### src/rtl/ifetch_pkg.sv
// Shared constants and types for the b-risc instruction-fetch stage.
package ifetch_pkg;

   localparam int ADDR_W     = 32;
   localparam int INSTR_W    = 32;
   localparam int IMEM_REQ_W = ADDR_W;
   localparam int DROP_W     = 8;

   localparam logic [INSTR_W-1:0] INSTR_NOP     = 32'h0000_0013;
   localparam logic [ADDR_W-1:0]  PC_STEP       = ADDR_W'(4);
   localparam logic [ADDR_W-1:0]  PC_ALIGN_MASK = ~ADDR_W'(3);

   typedef struct packed {
      logic [ADDR_W-1:0]  pc;
      logic [INSTR_W-1:0] instr;
   } fetch_entry_t;

   localparam int ENTRY_W = $bits(fetch_entry_t);

   // Fetch targets are always word aligned; the low two bits are dropped.
   function automatic logic [ADDR_W-1:0] align_pc(input logic [ADDR_W-1:0] pc);
      return pc & PC_ALIGN_MASK;
   endfunction

endpackage

### src/rtl/ifetch_if.sv
// Instruction-memory request/response bus between ifetch (master) and imem (slave).
interface ifetch_if;
   import ifetch_pkg::*;

   logic                  req;
   logic [IMEM_REQ_W-1:0] addr;
   logic                  ready;
   logic                  valid;
   logic [INSTR_W-1:0]    data;

   modport master (output req, addr, input ready, valid, data);
   modport slave  (input req, addr, output ready, valid, data);
endinterface

### src/rtl/ifetch_fifo.sv
// Small response FIFO: push/pop/clear, occupancy count and head output.
// A simultaneous push and pop on a full FIFO is legal and keeps the count.
module ifetch_fifo #(
   parameter int DEPTH = 2,
   parameter int WIDTH = 64,
   parameter int CNT_W = 3
) (
   input  logic             clk,
   input  logic             clr,
   input  logic             push,
   input  logic             pop,
   input  logic             clear,
   input  logic [WIDTH-1:0] wdata,
   output logic [WIDTH-1:0] head,
   output logic [CNT_W-1:0] count,
   output logic             empty
);

   localparam int PTR_W = (DEPTH > 1) ? $clog2(DEPTH) : 1;

   logic [WIDTH-1:0] mem [DEPTH];
   logic [PTR_W-1:0] wr_ptr;
   logic [PTR_W-1:0] rd_ptr;

   function automatic logic [PTR_W-1:0] next_ptr(input logic [PTR_W-1:0] p);
      return (p == PTR_W'(DEPTH - 1)) ? '0 : p + PTR_W'(1);
   endfunction

   assign head  = mem[rd_ptr];
   assign empty = (count == '0);

   // Storage array: written on push, never reset (pointers define validity).
   always_ff @(posedge clk) begin
      if (push) mem[wr_ptr] <= wdata;
   end

   // Pointer and occupancy bookkeeping; clear empties the FIFO in one cycle.
   always_ff @(posedge clk or posedge clr) begin
      if (clr) begin
         wr_ptr <= '0;
         rd_ptr <= '0;
         count  <= '0;
      end else if (clear) begin
         wr_ptr <= '0;
         rd_ptr <= '0;
         count  <= '0;
      end else begin
         if (push) wr_ptr <= next_ptr(wr_ptr);
         if (pop)  rd_ptr <= next_ptr(rd_ptr);
         count <= count + CNT_W'(push) - CNT_W'(pop);
      end
   end

endmodule

### src/rtl/ifetch.sv
// b-risc instruction-fetch stage: owns the fetch PC, issues imem requests under a
// credit limit (requests in flight + buffered words <= BUF_DEPTH), buffers responses
// and hands one instruction per cycle to id, with NOP bubbles when nothing is valid.
// Optional feature macro: IFETCH_MISALIGN_CHK_EN adds the o_misalign pulse output.
module ifetch
   import ifetch_pkg::*;
#(
   parameter logic [ADDR_W-1:0] RESET_PC  = '0,
   parameter int                BUF_DEPTH = 2
) (
   input  logic               clk,
   input  logic               clr,
   input  logic               stall,
   input  logic               i_redirect,
   input  logic [ADDR_W-1:0]  i_redirect_pc,
   ifetch_if.master           imem,
   output logic [ADDR_W-1:0]  o_pc,
   output logic [INSTR_W-1:0] o_instr,
   output logic               o_valid
`ifdef IFETCH_MISALIGN_CHK_EN
   ,
   output logic               o_misalign
`endif
);

   localparam int CNT_W = $clog2(BUF_DEPTH + 1) + 1;
   localparam logic [CNT_W:0] CREDIT = (CNT_W + 1)'(BUF_DEPTH);

   logic [ADDR_W-1:0] fpc;
   logic [ADDR_W-1:0] pc_tag;
   logic [CNT_W-1:0]  inflight;
   logic [CNT_W-1:0]  fifo_count;
   logic [DROP_W-1:0] drop;
   logic              fifo_empty;
   logic              accept;
   logic              live;
   logic              push;
   logic              pop;
   logic [ADDR_W-1:0] target;
   fetch_entry_t      head_e;
   fetch_entry_t      resp_e;

   assign target   = align_pc(i_redirect_pc);
   assign imem.req = !clr && !i_redirect
                     && (({1'b0, inflight} + {1'b0, fifo_count}) < CREDIT);
   assign imem.addr = fpc;
   assign accept   = imem.req && imem.ready;
   // A response is live only when no stale responses are still owed.
   assign live     = imem.valid && (drop == '0);
   assign resp_e   = '{pc: pc_tag, instr: imem.data};
   // Buffer the response unless it can go straight into the output register.
   assign push     = live && !i_redirect && (stall || !fifo_empty);
   assign pop      = !stall && !i_redirect && !fifo_empty;

   ifetch_fifo #(
      .DEPTH (BUF_DEPTH),
      .WIDTH (ENTRY_W),
      .CNT_W (CNT_W)
   ) u_fifo (
      .clk   (clk),
      .clr   (clr),
      .push  (push),
      .pop   (pop),
      .clear (i_redirect),
      .wdata (resp_e),
      .head  (head_e),
      .count (fifo_count),
      .empty (fifo_empty)
   );

   // Fetch PC, response PC tag, in-flight and stale-response accounting.
   always_ff @(posedge clk or posedge clr) begin
      if (clr) begin
         fpc      <= RESET_PC;
         pc_tag   <= RESET_PC;
         inflight <= '0;
         drop     <= '0;
      end else if (i_redirect) begin
         // Everything still owed becomes stale; a response landing now is discarded.
         drop     <= drop + DROP_W'(inflight) - DROP_W'(imem.valid);
         inflight <= '0;
         fpc      <= target;
         pc_tag   <= target;
      end else begin
         if (accept) fpc <= fpc + PC_STEP;
         if (live)   pc_tag <= pc_tag + PC_STEP;
         inflight <= inflight + CNT_W'(accept) - CNT_W'(live);
         if (imem.valid && !live) drop <= drop - DROP_W'(1);
      end
   end

   // Output register to id: FIFO head first, then bypass, otherwise a NOP bubble.
   always_ff @(posedge clk or posedge clr) begin
      if (clr) begin
         o_pc    <= RESET_PC;
         o_instr <= INSTR_NOP;
         o_valid <= 1'b0;
      end else if (i_redirect) begin
         o_instr <= INSTR_NOP;
         o_valid <= 1'b0;
      end else if (!stall) begin
         if (!fifo_empty) begin
            o_pc    <= head_e.pc;
            o_instr <= head_e.instr;
            o_valid <= 1'b1;
         end else if (live) begin
            o_pc    <= pc_tag;
            o_instr <= imem.data;
            o_valid <= 1'b1;
         end else begin
            o_instr <= INSTR_NOP;
            o_valid <= 1'b0;
         end
      end
   end

`ifdef IFETCH_MISALIGN_CHK_EN
   // One-cycle flag for a redirect target with non-zero low bits.
   always_ff @(posedge clk or posedge clr) begin
      if (clr) o_misalign <= 1'b0;
      else     o_misalign <= i_redirect && (i_redirect_pc[1:0] != 2'b00);
   end
`endif

endmodule

### src/flat_wrapper.sv
// flat-port wrapper written by rule: the top's interface ports become plain ports
module ifetch_flat import ifetch_pkg::*;
#(
   parameter logic [ADDR_W-1:0] RESET_PC  = '0,
   parameter int                BUF_DEPTH = 2
)
  (clk, clr, stall, i_redirect, i_redirect_pc, o_pc, o_instr, o_valid, imem_req, imem_addr, imem_ready, imem_valid, imem_data);
  ifetch_if imem_i ();
  input  logic clk;
  input  logic clr;
  input  logic stall;
  input  logic i_redirect;
  input  logic [ADDR_W-1:0] i_redirect_pc;
  output logic [ADDR_W-1:0] o_pc;
  output logic [INSTR_W-1:0] o_instr;
  output logic o_valid;
  output wire logic [$bits(imem_i.req)-1:0] imem_req;
  output wire logic [$bits(imem_i.addr)-1:0] imem_addr;
  input wire logic [$bits(imem_i.ready)-1:0] imem_ready;
  input wire logic [$bits(imem_i.valid)-1:0] imem_valid;
  input wire logic [$bits(imem_i.data)-1:0] imem_data;
  assign imem_req = imem_i.req;
  assign imem_addr = imem_i.addr;
  assign imem_i.ready = imem_ready;
  assign imem_i.valid = imem_valid;
  assign imem_i.data = imem_data;
  ifetch #(.RESET_PC(RESET_PC), .BUF_DEPTH(BUF_DEPTH)) u_core (.clk(clk), .clr(clr), .stall(stall), .i_redirect(i_redirect), .i_redirect_pc(i_redirect_pc), .imem(imem_i), .o_pc(o_pc), .o_instr(o_instr), .o_valid(o_valid));
endmodule
### config.mk
export PLATFORM = sky130hd
export DESIGN_NAME = ifetch_flat
export DESIGN_NICKNAME = d
export VERILOG_FILES = /design/src/rtl/ifetch_pkg.sv /design/src/rtl/ifetch_if.sv /design/src/rtl/ifetch_fifo.sv /design/src/rtl/ifetch.sv /design/src/flat_wrapper.sv
export SDC_FILE = /design/constraint.sdc
export NUM_CORES = 1
export LEC_CHECK = 0
export ABC_AREA = 1
export BUFFER_PORTS_ARGS = -buffer_cell sky130_fd_sc_hd__buf_2
export CAP_MARGIN = 20
export CORE_UTILIZATION = 55
export CTS_CLUSTER_SIZE = 40
export DETAILED_ROUTE_END_ITERATION = 10
export GPL_TIMING_DRIVEN = 0
export HOLD_SLACK_MARGIN = 0.08
export PLACE_DENSITY = 0.76
export SYNTH_ARGS = -nofsm -noshare
export SYNTH_HDL_FRONTEND = slang
export SYNTH_SLANG_ARGS = --single-unit
### constraint.sdc
create_clock -name clk -period 6.8 [get_ports clk]
set_input_delay 0.34 -clock clk [delete_from_list [all_inputs] [get_ports clk]]
set_output_delay 0.34 -clock clk [all_outputs]
set_load 0.02 [all_outputs]
==> results.py, run 1 <==
metrics = {
    "layout": {
        "final_core_util": 0.685,
        "syn2layout_area_growth_pct": 20.6,
        "final_cell_count_no_fill": 2005,
        "nFillCells": 1781,
        "n_antenna_cell": 0,
        "drive_above_1_share": 0.168,
        "final_nets": 1769,
    },
    "floorplan": {
        "ios": 168,
        "die_x_um": 156,
        "rows": 55,
        "dieArea_mm2": 0.0243,
        "die_y_um": 156,
        "initial_core_util": 0.568,
        "coreArea_mm2": 0.0229,
    },
    "synth": {
        "synthFlopType": "dfrtp_1",
        "synthTopCellsByCount": "nand2_1 (451), nand3_1 (176), dfrtp_1 (136)",
        "synth-async-reset-ratio": 0.529,
        "synth_top_area_share": 0.286,
        "avgSynthCellArea_um2": 9.08,
        "synthCells": 1434,
        "netlist_area_mm2": 0.0130,
        "yosysMostFrequentCell": "nand2_1",
        "netlist-cell-type-count": 40,
        "yosysWarnings": 0,
        "synth_edf_count": 124,
        "synth_seq_cells": 263,
        "synth_area_leader_cell": "edfxtp_1",
        "yosys-top-cells-area": "edfxtp_1 (29%), dfrtp_1 (26%), nand2_1 (13%)",
        "yosysSeqAreaShare": 0.553,
    },
    "global_routing": {
        "grt_util_met1": 0.391,
        "grt_pass1_wl_um": 53900,
        "grt_pass1_vias": 10594,
        "antenna_found_initial": 0,
        "grt_max_degree": 80,
        "use_met2": 0.466,
        "gr-total-overflow": 0,
        "grt_usage": 0.284,
        "top_usage_layer": "met2",
        "grtUsageMet3": 0.0375,
    },
    "worst_setup_path": {
        "worstPathMaxFanout": 10,
        "worstPathCellList": "inv_1 -> ha_1 -> nand3_1 -> nor2_4 -> nand2_4 -> nor2_8 -> o21ai_1 -> ha_1 -> inv_1 -> ha_1 -> inv_1 -> fa_1 -> o21ai_0 -> a21oi_1",
        "cp_slowest_cell": "dfrtp_1",
        "cp.required_ns": 7.22,
        "worstSetupPathType": "flip-flop to flip-flop",
        "start_kind": "flip-flop",
        "endpoint_kind": "flip-flop",
        "slowest_delay_ns": 0.39,
        "cp.arrival_ns": 3.38,
        "rr_worst_depth": 14,
    },
    "detailed_routing": {
        "vias": 11115,
        "drc": 0,
        "antenna_left": 0,
        "drtIter0Drc": 852,
        "drt-wirelength-per-cell_um": 17.1,
        "post_drt_via_cell_ratio": 5.54,
        "drtPass1Iterations": 7,
        "drt-total-wl_um": 34200,
    },
    "timing": {
        "rsz0062_at_grt": "false",
        "slew_headroom": 0.472,
        "fmax_mhz": 337,
        "timing.final.ws_setup_ns": 3.83,
        "tightest_slew_ns": 0.792,
        "setup_tns_ns": 0,
        "hold_viol_final": 0,
        "maxSlewViolCount": 0,
        "finalSetupViolations": 0,
        "timing.final.crit_period_ns": 2.97,
        "timing.final.crit_share": 0.436,
        "final.setup_skew_ns": 0.00989,
    },
    "cts": {
        "cts_root_buf": "clkbuf_16",
        "cts_tree": "done",
        "cts-resized-gates": 0,
        "cts-buffers-inserted": 28,
        "insertion_delay_ns": 0.54,
        "htree_num_levels": 1,
        "max-clock-path-buffers": 3,
        "clk_pin_slew_ns": 0.06,
        "cts_num_sinks": 263,
        "hold_buffers": 39,
        "cts_setup_buffers": 0,
    },
    "placement": {
        "placed_cells": 1914,
        "place_congestion": 0.990,
        "dpl.hpwl_um": 23800,
        "post-place-ws_ns": 3.88,
        "portBuffers": 159,
    },
    "run": {
        "max_cap_violations": 0,
    },
    "status": {
        "outcome": "completed",
    },
    "power": {
        "leakage_nw": 7.08,
        "powerDensity_mw_per_mm2": 334,
        "power_mw": 5.24,
        "peakVddDrop_v": 0.000161,
    },
    "worst_hold_path": {
        "min_path_cells": 3,
        "worstHoldPathType": "input port to flip-flop",
    },
}
## registers in the layout, summed over array words and instances (netlist names)
signal	cells
u_core.drop	8
u_core.imem.addr	30
u_core.inflight	3
u_core.o_instr	32
u_core.o_pc	30
u_core.o_valid	1
u_core.pc_tag	30
u_core.u_fifo.count	3
u_core.u_fifo.mem	124
u_core.u_fifo.rd_ptr	1
u_core.u_fifo.wr_ptr	1
## worst paths after layout
check	end	startpoint	slack, ns
max in group asynchronous	u_core.o_pc[23]	clr	5.48
max reg2reg	u_core.u_fifo.count[2]	u_core.drop[4]	3.83
max	u_core.u_fifo.count[2]	u_core.drop[4]	3.83
min in group asynchronous	u_core.u_fifo.count[1]	clr	0.54
min	u_core.pc_tag[21]	i_redirect_pc[21]	0.1
min reg2reg	u_core.o_pc[28]	u_core.o_pc[28]	0.47
## critical path, delay by kind of cell (launching register included)
kind | cells | cell delay, ns
and+or+nand+nor | 4 | 0.57
adders and majority gates | 4 | 1.09
buffers and inverters | 3 | 0.30
DFF | 1 | 0.39
AOI/OAI and AO/OA | 3 | 0.50
## layout make-up
cell class                 count  area, um2  area share
sequential                   263       7210       0.459
multi-input combinational    990       5050       0.322
timing repair buffer         203       1300      0.0828
clock buffer                  37        776      0.0494
inverter                     125        479      0.0305
tap                          313        392      0.0249
buffer                        59        318      0.0202
clock inverter                15        181      0.0116
## logic make-up (layout without fill, tap and decap cells)
kind of cell             count (synthesis)  in the layout  synth area share
AND/OR/NAND/NOR                        769            769             0.251
adder cells (fa/ha/maj)                 29             29            0.0302
XOR/XNOR                                22             22            0.0148
flip-flops                             263            263             0.553
AO/OA/AOI/OAI                          137            137            0.0677
multiplexers                            29             29            0.0223
buffers and inverters                  184            439            0.0608
other                                    1              4          0.000288
## cells in the final DEF (no fill, tap or decap), types with 18 or more instances in the layout
master and count:
a21oi_1 18, buf_2 176, clkbuf_1 32, clkbuf_16 29
dfrtp_1 136, dlygate4sd3_1 39, edfxtp_1 124, ha_1 25
inv_1 114, mux2i_1 29, nand2_1 451, nand3_1 176
nor2_1 97, o211ai_1 67, o21ai_0 36
## layer usage
metal / wire length (um) / vias up / share of wire
met1: 14600 / 5297 / 0.42
met5: 0 / - / 0
met2: 16200 / 490 / 0.47
li1: - / 5258 / -
met3: 2630 / 70 / 0.077
met4: 907 / 0 / 0.026
## power by group
| group | total [mW] | switching [mW] | internal (mW) |
|---|---|---|---|
| Combinational | 1.61 | 1.06 | 0.553 |
| Sequential | 2.05 | 0.184 | 1.87 |
| Clock | 1.58 | 0.630 | 0.954 |
| Total | 5.24 | 1.87 | 3.37 |
## metrics by stage
| step | instance area [um2] | hold WS, ns |
|---|---|---|
| CTS | 15700 | 0.0804 |
| finish | 15700 | 0.0962 |
| detailed placement | 14400 | 0.462 |
| floorplan | 13000 | 0.439 |
| global route | 15700 | 0.105 |
| global placement | 14200 | 0.463 |
(Power assumes the default switching activity.)
==> run 2: changes to the inputs <==
--- a/config.mk
+++ b/config.mk
@@ -5,10 +5,10 @@
 export SDC_FILE = /design/constraint.sdc
 export NUM_CORES = 1
 export LEC_CHECK = 0
-export ABC_AREA = 1
+export ABC_AREA = 0
 export BUFFER_PORTS_ARGS = -buffer_cell sky130_fd_sc_hd__buf_2
 export CAP_MARGIN = 20
-export CORE_UTILIZATION = 55
+export CORE_UTILIZATION = 52
 export CTS_CLUSTER_SIZE = 40
 export DETAILED_ROUTE_END_ITERATION = 10
 export GPL_TIMING_DRIVEN = 0
==> constraint.sdc (replaced) <==
create_clock -name clk -period 2.4 [get_ports clk]
set_input_delay 0.12 -clock clk [delete_from_list [all_inputs] [get_ports clk]]
set_output_delay 0.12 -clock clk [all_outputs]
set_load 0.02 [all_outputs]
==> run 2 against run 1 <==
  * The flow now finishes with violations (setup timing)
  * Utilization grew 0.51 points
  * Final cell count shrank 18%
  * First-iteration DRC count fell by 6.5%
  * Fmax grew 17%
  * Synthesized cell count shrank 28%
  * Flip-flop and latch count stayed put
  * Sequential power rose to 2.8 times the previous value
  * Highest routed layer unchanged
  * Critical path type unchanged
  * Critical path depth is 3 lower
  * Sequential share of layout area rose by 0.10 points
  * Area after synthesis is 7.1% lower
  * Worst setup slack worse by 4.0 ns
==> results.py, run 2 <==
metrics = {
    "floorplan": {
        "ios": 168,
        "coreArea_mm2": 0.0227,
        "die_x_um": 155,
        "dieArea_mm2": 0.0239,
        "rows": 55,
        "initial_core_util": 0.533,
        "die_y_um": 155,
    },
    "layout": {
        "n_antenna_cell": 0,
        "largest_reg_flops": 124,
        "multi_input_area_mm2": 0.00485,
        "layout_commonest_cell": "buf_2",
        "drive_above_1_share": 0.248,
        "seqCellArea_mm2": 0.00721,
        "fin_area_mm2": 0.0157,
        "nFillCells": 1614,
        "final_core_util": 0.691,
        "top_register": "u_core.u_fifo.mem",
        "syn2layout_area_growth_pct": 29.6,
        "mostFrequentLayoutCells": "buf_2 (164), dfrtp_1 (133), edfxtp_1 (124), nand2_1 (89), nor2_1 (81)",
        "final_nets": 1430,
        "reg.largest.list": "u_core.u_fifo.mem x124, u_core.o_instr x32",
        "final_cell_count_no_fill": 1638,
    },
    "cts": {
        "cts_root_buf": "clkbuf_16",
        "max-clock-path-buffers": 3,
        "cts_num_sinks": 263,
        "htree_num_levels": 1,
        "clk_pin_slew_ns": 0.06,
        "cts_tree": "done",
        "cts-buffers-inserted": 28,
        "insertion_delay_ns": 0.54,
    },
    "detailed_routing": {
        "drc": 0,
        "drt-total-wl_um": 31600,
        "vias": 9618,
        "drt-wirelength-per-cell_um": 19.3,
        "drtIter0Drc": 797,
        "antenna_left": 0,
        "post_drt_via_cell_ratio": 5.87,
        "drtPass1Iterations": 5,
    },
    "placement": {
        "placed_area_mm2": 0.0135,
        "dpl.hpwl_um": 20800,
        "portBuffers": 159,
        "place_congestion": 0.894,
        "placed_cells": 1487,
    },
    "power": {
        "p_int_mw": 9.51,
        "leakage_nw": 6.49,
        "power_mw": 14.2,
        "p_clk_frac": 0.300,
        "powerDensity_mw_per_mm2": 907,
        "p_sw_frac": 0.331,
        "combPwrFrac": 0.303,
        "seqPwrFrac": 0.397,
        "power_switching_mw": 4.71,
        "peakVddDrop_v": 0.000510,
    },
    "synth": {
        "yosysMostFrequentCell": "dfrtp_1",
        "synth-async-reset-ratio": 0.529,
        "yosys-top-cells-area": "edfxtp_1 (31%), dfrtp_1 (28%), mux2i_1 (5.6%)",
        "synth_area_leader_cell": "edfxtp_1",
        "synthTopCellsByCount": "dfrtp_1 (136), edfxtp_1 (124), nand2_1 (91)",
        "synth_seq_cells": 263,
        "netlist_area_mm2": 0.0121,
        "yosysSeqAreaShare": 0.595,
        "synth_edf_count": 124,
        "avgSynthCellArea_um2": 11.7,
        "synthCells": 1033,
        "yosysWarnings": 0,
        "synth_top_area_share": 0.308,
        "netlist-cell-type-count": 60,
        "synthFlopType": "dfrtp_1",
    },
    "run": {
        "max_cap_violations": 0,
    },
    "worst_setup_path": {
        "worstPathMaxFanout": 5,
        "cp.arrival_ns": 2.93,
        "start_kind": "flip-flop",
        "cp.required_ns": 2.79,
        "endpoint_kind": "flip-flop",
        "worstSetupPathType": "flip-flop to flip-flop",
    },
    "timing": {
        "rsz0062_at_grt": "true",
        "hold_viol_final": 0,
        "finalSetupViolations": 44,
        "setup_tns_ns": -2.15,
        "tightest_slew_ns": 1.07,
        "slew_headroom": 0.280,
        "final.setup_skew_ns": 0.0126,
        "timing.final.crit_period_ns": 2.54,
        "timing.final.crit_share": 1.06,
        "maxSlewViolCount": 0,
        "timing.final.ws_setup_ns": -0.137,
        "fmax_mhz": 394,
    },
    "global_routing": {
        "antenna_found_initial": 0,
        "grt_pass1_vias": 9266,
        "gr-total-overflow": 0,
        "grt_pass1_wl_um": 49300,
        "grt_usage": 0.262,
        "grt_max_degree": 40,
    },
    "status": {
        "outcome": "finished, violations left",
        "violations": "setup timing",
    },
    "worst_hold_path": {
        "worstHoldPathType": "input port to flip-flop",
    },
}
## run 2: cell types whose count changed after synthesis, moves of 27 or more
cell      previous run  this run
o21ai_0             36        63
o211ai_1            67        12
nand2_1            451        91
nand3_1            176        32
inv_1              115        44
a21oi_1             18        45
a221o_1              0        30
mux2i_1             29        68
## run 2: layout make-up
type / instances / area share
Sequential cell: 263 / 0.460
Multi-Input combinational cell: 676 / 0.309
Timing Repair Buffer: 265 / 0.121
Clock buffer: 36 / 0.0499
Tap cell: 285 / 0.0227
Buffer: 52 / 0.0172
Inverter: 45 / 0.0112
Clock inverter: 16 / 0.00862
## run 2: power groups by stage
stage / Sequential (mW) / Clock (mW) / Combinational (mW)
floorplan: 5.99 / 0 / 2.36
CTS: 5.61 / 4.32 / 4.18
global placement: 5.67 / 0 / 3.69
detailed placement: 5.70 / 0 / 3.81
global route: 5.69 / 4.50 / 4.70
finish: 5.64 / 4.27 / 4.31
## run 2: cells by family (layout without fill, tap and decap cells)
kind of cell | Yosys count | in the layout | share of synthesized area
and+or+nand+nor | 319 | 319 | 0.133
other | 1 | 4 | 0.000310
DFF | 263 | 263 | 0.595
AOI/OAI and AO/OA | 211 | 211 | 0.116
xor gates and xnor gates | 37 | 37 | 0.0268
buffers and inverters | 97 | 414 | 0.0324
muxes | 76 | 76 | 0.0637
adders and majority gates | 29 | 29 | 0.0325
## run 2: timing repair
action                     CTS  global route
setup buffers               25             9
hold buffers                64             0
hold endpoints to repair   186             0
gates cloned                 0             1
gates resized for setup     42            47
pin swaps                   19            29
setup endpoints to repair  149           157
## run 2: critical path, cell delays in order, from the launching register on
cell	delay, ns
dfrtp_2	0.45
buf_4	0.15
ha_1	0.29
and3_4	0.20
o31ai_4	0.20
buf_6	0.17
nand3_4	0.11
inv_4	0.12
ha_4	0.13
inv_2	0.03
fa_2	0.51
nor2_1	0.04
## run 2: worst paths after layout
path	from	to	slack, ns	cells after the start
hold / removal	imem_valid	u_core.drop[1]	0.19	4
hold reg to reg	u_core.pc_tag[24]	u_core.u_fifo.mem[0][56]	0.47	0
max in group asynchronous	clr	u_core.o_instr[18]	1.10	5
setup / recovery	u_core.u_fifo.count[1]	u_core.inflight[1]	-0.14	11
setup reg to reg	u_core.u_fifo.count[1]	u_core.inflight[1]	-0.14	11
min in group asynchronous	clr	u_core.imem.addr[14]	0.38	3
## run 2: metal layers
| layer | global-route usage | part of all wire |
|---|---|---|
| met3 | 0.0361 | 0.072 |
| met2 | 0.429 | 0.48 |
| met5 | 0 | 0 |
| met1 | 0.364 | 0.42 |
| met4 | 0.0811 | 0.023 |
## run 2: per-stage QoR
| step | setup slack, ns | hold WS, ns |
|---|---|---|
| floorplan | -0.342 | 0.210 |
| global placement | -1.10 | 0.326 |
| detailed placement | -0.647 | 0.331 |
| CTS | -0.0689 | 0.181 |
| global route | -0.225 | 0.209 |
| finish | -0.137 | 0.194 |
==> run 3: changes to the inputs <==
--- a/config.mk
+++ b/config.mk
@@ -8,12 +8,13 @@
 export ABC_AREA = 0
 export BUFFER_PORTS_ARGS = -buffer_cell sky130_fd_sc_hd__buf_2
 export CAP_MARGIN = 20
-export CORE_UTILIZATION = 52
+export CORE_UTILIZATION = 54
+export CTS_BUF_LIST = sky130_fd_sc_hd__clkbuf_8
 export CTS_CLUSTER_SIZE = 40
 export DETAILED_ROUTE_END_ITERATION = 10
 export GPL_TIMING_DRIVEN = 0
 export HOLD_SLACK_MARGIN = 0.08
-export PLACE_DENSITY = 0.76
+export PLACE_DENSITY = 0.79
 export SYNTH_ARGS = -nofsm -noshare
 export SYNTH_HDL_FRONTEND = slang
 export SYNTH_SLANG_ARGS = --single-unit
==> run 3 against run 2 <==
  * The run still ends with setup timing left
  * Largest power group unchanged
  * Final area barely moved
  * Largest cell class unchanged
  * Fmax down 0.67%
  * Sequential share of layout area is essentially flat
  * Highest routed layer unchanged
==> results.py, run 3 (synthesized netlist as in run 2, its figures left out) <==
metrics = {
    "status": {
        "outcome": "finished, violations left",
        "violations": "setup timing",
    },
    "timing": {
        "rsz0062_at_grt": "true",
        "timing.final.crit_share": 1.06,
        "finalSetupViolations": 25,
        "tightest_slew_ns": 0.957,
        "setup_tns_ns": -1.44,
        "final.setup_skew_ns": 0.0277,
        "slew_headroom": 0.354,
        "maxSlewViolCount": 0,
        "timing.final.crit_period_ns": 2.55,
        "hold_viol_final": 0,
        "fmax_mhz": 392,
        "timing.final.ws_setup_ns": -0.154,
    },
    "detailed_routing": {
        "post_drt_via_cell_ratio": 5.89,
        "drtPass1Iterations": 5,
        "drtIter0Drc": 802,
        "vias": 9794,
        "drt-wirelength-per-cell_um": 19.7,
        "drt-total-wl_um": 32700,
        "drc": 0,
        "antenna_left": 0,
    },
    "floorplan": {
        "die_x_um": 152,
        "ios": 168,
        "die_y_um": 152,
        "initial_core_util": 0.553,
        "dieArea_mm2": 0.0230,
        "coreArea_mm2": 0.0219,
        "rows": 54,
    },
    "placement": {
        "dpl.hpwl_um": 20700,
        "placed_area_mm2": 0.0135,
        "place_congestion": 0.905,
        "portBuffers": 159,
        "placed_cells": 1482,
    },
    "global_routing": {
        "grt_usage": 0.276,
        "grt_max_degree": 42,
        "grt_pass1_wl_um": 48500,
        "antenna_found_initial": 0,
        "grt_pass1_vias": 9526,
        "gr-total-overflow": 0,
    },
    "layout": {
        "final_cell_count_no_fill": 1664,
        "fin_area_mm2": 0.0157,
        "final_nets": 1447,
        "n_antenna_cell": 0,
        "layout_commonest_cell": "buf_2",
        "mostFrequentLayoutCells": "buf_2 (164), dfrtp_1 (133), edfxtp_1 (124), nand2_1 (89), nor2_1 (82)",
        "top_register": "u_core.u_fifo.mem",
        "drive_above_1_share": 0.257,
        "reg.largest.list": "u_core.u_fifo.mem x124, u_core.o_instr x32",
        "largest_reg_flops": 124,
        "nFillCells": 1474,
        "syn2layout_area_growth_pct": 29.6,
    },
    "worst_setup_path": {
        "worstReg2RegStart": "u_core.u_fifo.count[1]",
        "cp.required_ns": 2.81,
        "endpoint_kind": "flip-flop",
        "cp.arrival_ns": 2.96,
        "worstPathMaxFanout": 5,
        "cp-startpoint": "u_core.u_fifo.count[1]",
        "worstSetupPathType": "flip-flop to flip-flop",
        "start_kind": "flip-flop",
    },
    "cts": {
        "insertion_delay_ns": 0.56,
        "cts_tree": "done",
        "htree_num_levels": 2,
        "cts-buffers-inserted": 44,
        "cts_num_sinks": 263,
        "clk_pin_slew_ns": 0.06,
        "max-clock-path-buffers": 3,
        "cts_root_buf": "clkbuf_8",
    },
    "worst_hold_path": {
        "hp-start": "imem_valid",
        "worstHoldPathType": "input port to flip-flop",
    },
    "power": {
        "peakVddDrop_v": 0.000417,
        "powerDensity_mw_per_mm2": 901,
        "power_mw": 14.1,
        "leakage_nw": 6.56,
    },
    "run": {
        "max_cap_violations": 0,
    },
}
[run 3: worst max-delay path, cell delays in order (launching register included)]
cell and delay [ns]:
dfrtp_2 0.45, buf_4 0.15, ha_1 0.30, and3_4 0.21
o31ai_4 0.26, buf_6 0.17, nand3_4 0.08, inv_4 0.10
ha_4 0.12, inv_2 0.03, fa_2 0.50, nor2_1 0.04
[run 3: final timing paths]
check                                           to  depth (start not counted)  slack [ns]
worst max-delay path            u_core.inflight[1]                         11       -0.15
worst min-delay path                u_core.drop[1]                          4        0.19
worst max register to register  u_core.inflight[1]                         11       -0.15
worst min register to register      u_core.o_pc[6]                          2        0.47
max in group asynchronous        u_core.o_instr[4]                          5        1.14
min in group asynchronous       u_core.inflight[2]                          3        0.28
[run 3: final cells by class]
cell class / instances / area, um2 / share of cell area
multi-input combinational: 676 / 4830 / 0.308
timing repair buffer: 266 / 1920 / 0.122
sequential: 263 / 7210 / 0.460
tap: 280 / 350 / 0.0223
inverter: 45 / 175 / 0.0112
clock buffer: 52 / 716 / 0.0456
buffer: 52 / 270 / 0.0172
clock inverter: 30 / 215 / 0.0137
[run 3: metrics by stage]
step / hold WS [ns] / setup slack, ns / util
finish: 0.194 / -0.154 / 0.717
CTS: 0.158 / -0.0800 / 0.700
global route: 0.241 / -0.233 / 0.717
floorplan: 0.210 / -0.342 / -
detailed placement: 0.305 / -0.597 / 0.616
global placement: 0.323 / -1.07 / 0.609
[run 3: report_power, final]
part           internal [mW]  switching, mW  leakage (nW)  total (mW)
logic                   1.81           2.51          3.18        4.32
registers               5.21          0.452          2.87        5.66
clock network           2.31           1.85         0.514        4.16
[run 3: what timing repair did]
action | CTS | global route
setup endpoints to repair | 157 | 126
pin swaps | 14 | 29
setup buffers | 19 | 15
hold endpoints to repair | 185 | 0
hold buffers | 64 | 0
resized for setup | 32 | 50
cloned | 0 | 2
[run 3: per-layer routing]
| metal | vias to the layer above | track usage | part of all wire |
|---|---|---|---|
| met3 | 90 | 0.0515 | 0.084 |
| met2 | 526 | 0.460 | 0.48 |
| met5 | - | 0 | 0 |
| met4 | 0 | 0.102 | 0.028 |
| met1 | 4722 | 0.359 | 0.41 |
| li1 | 4456 | - | - |
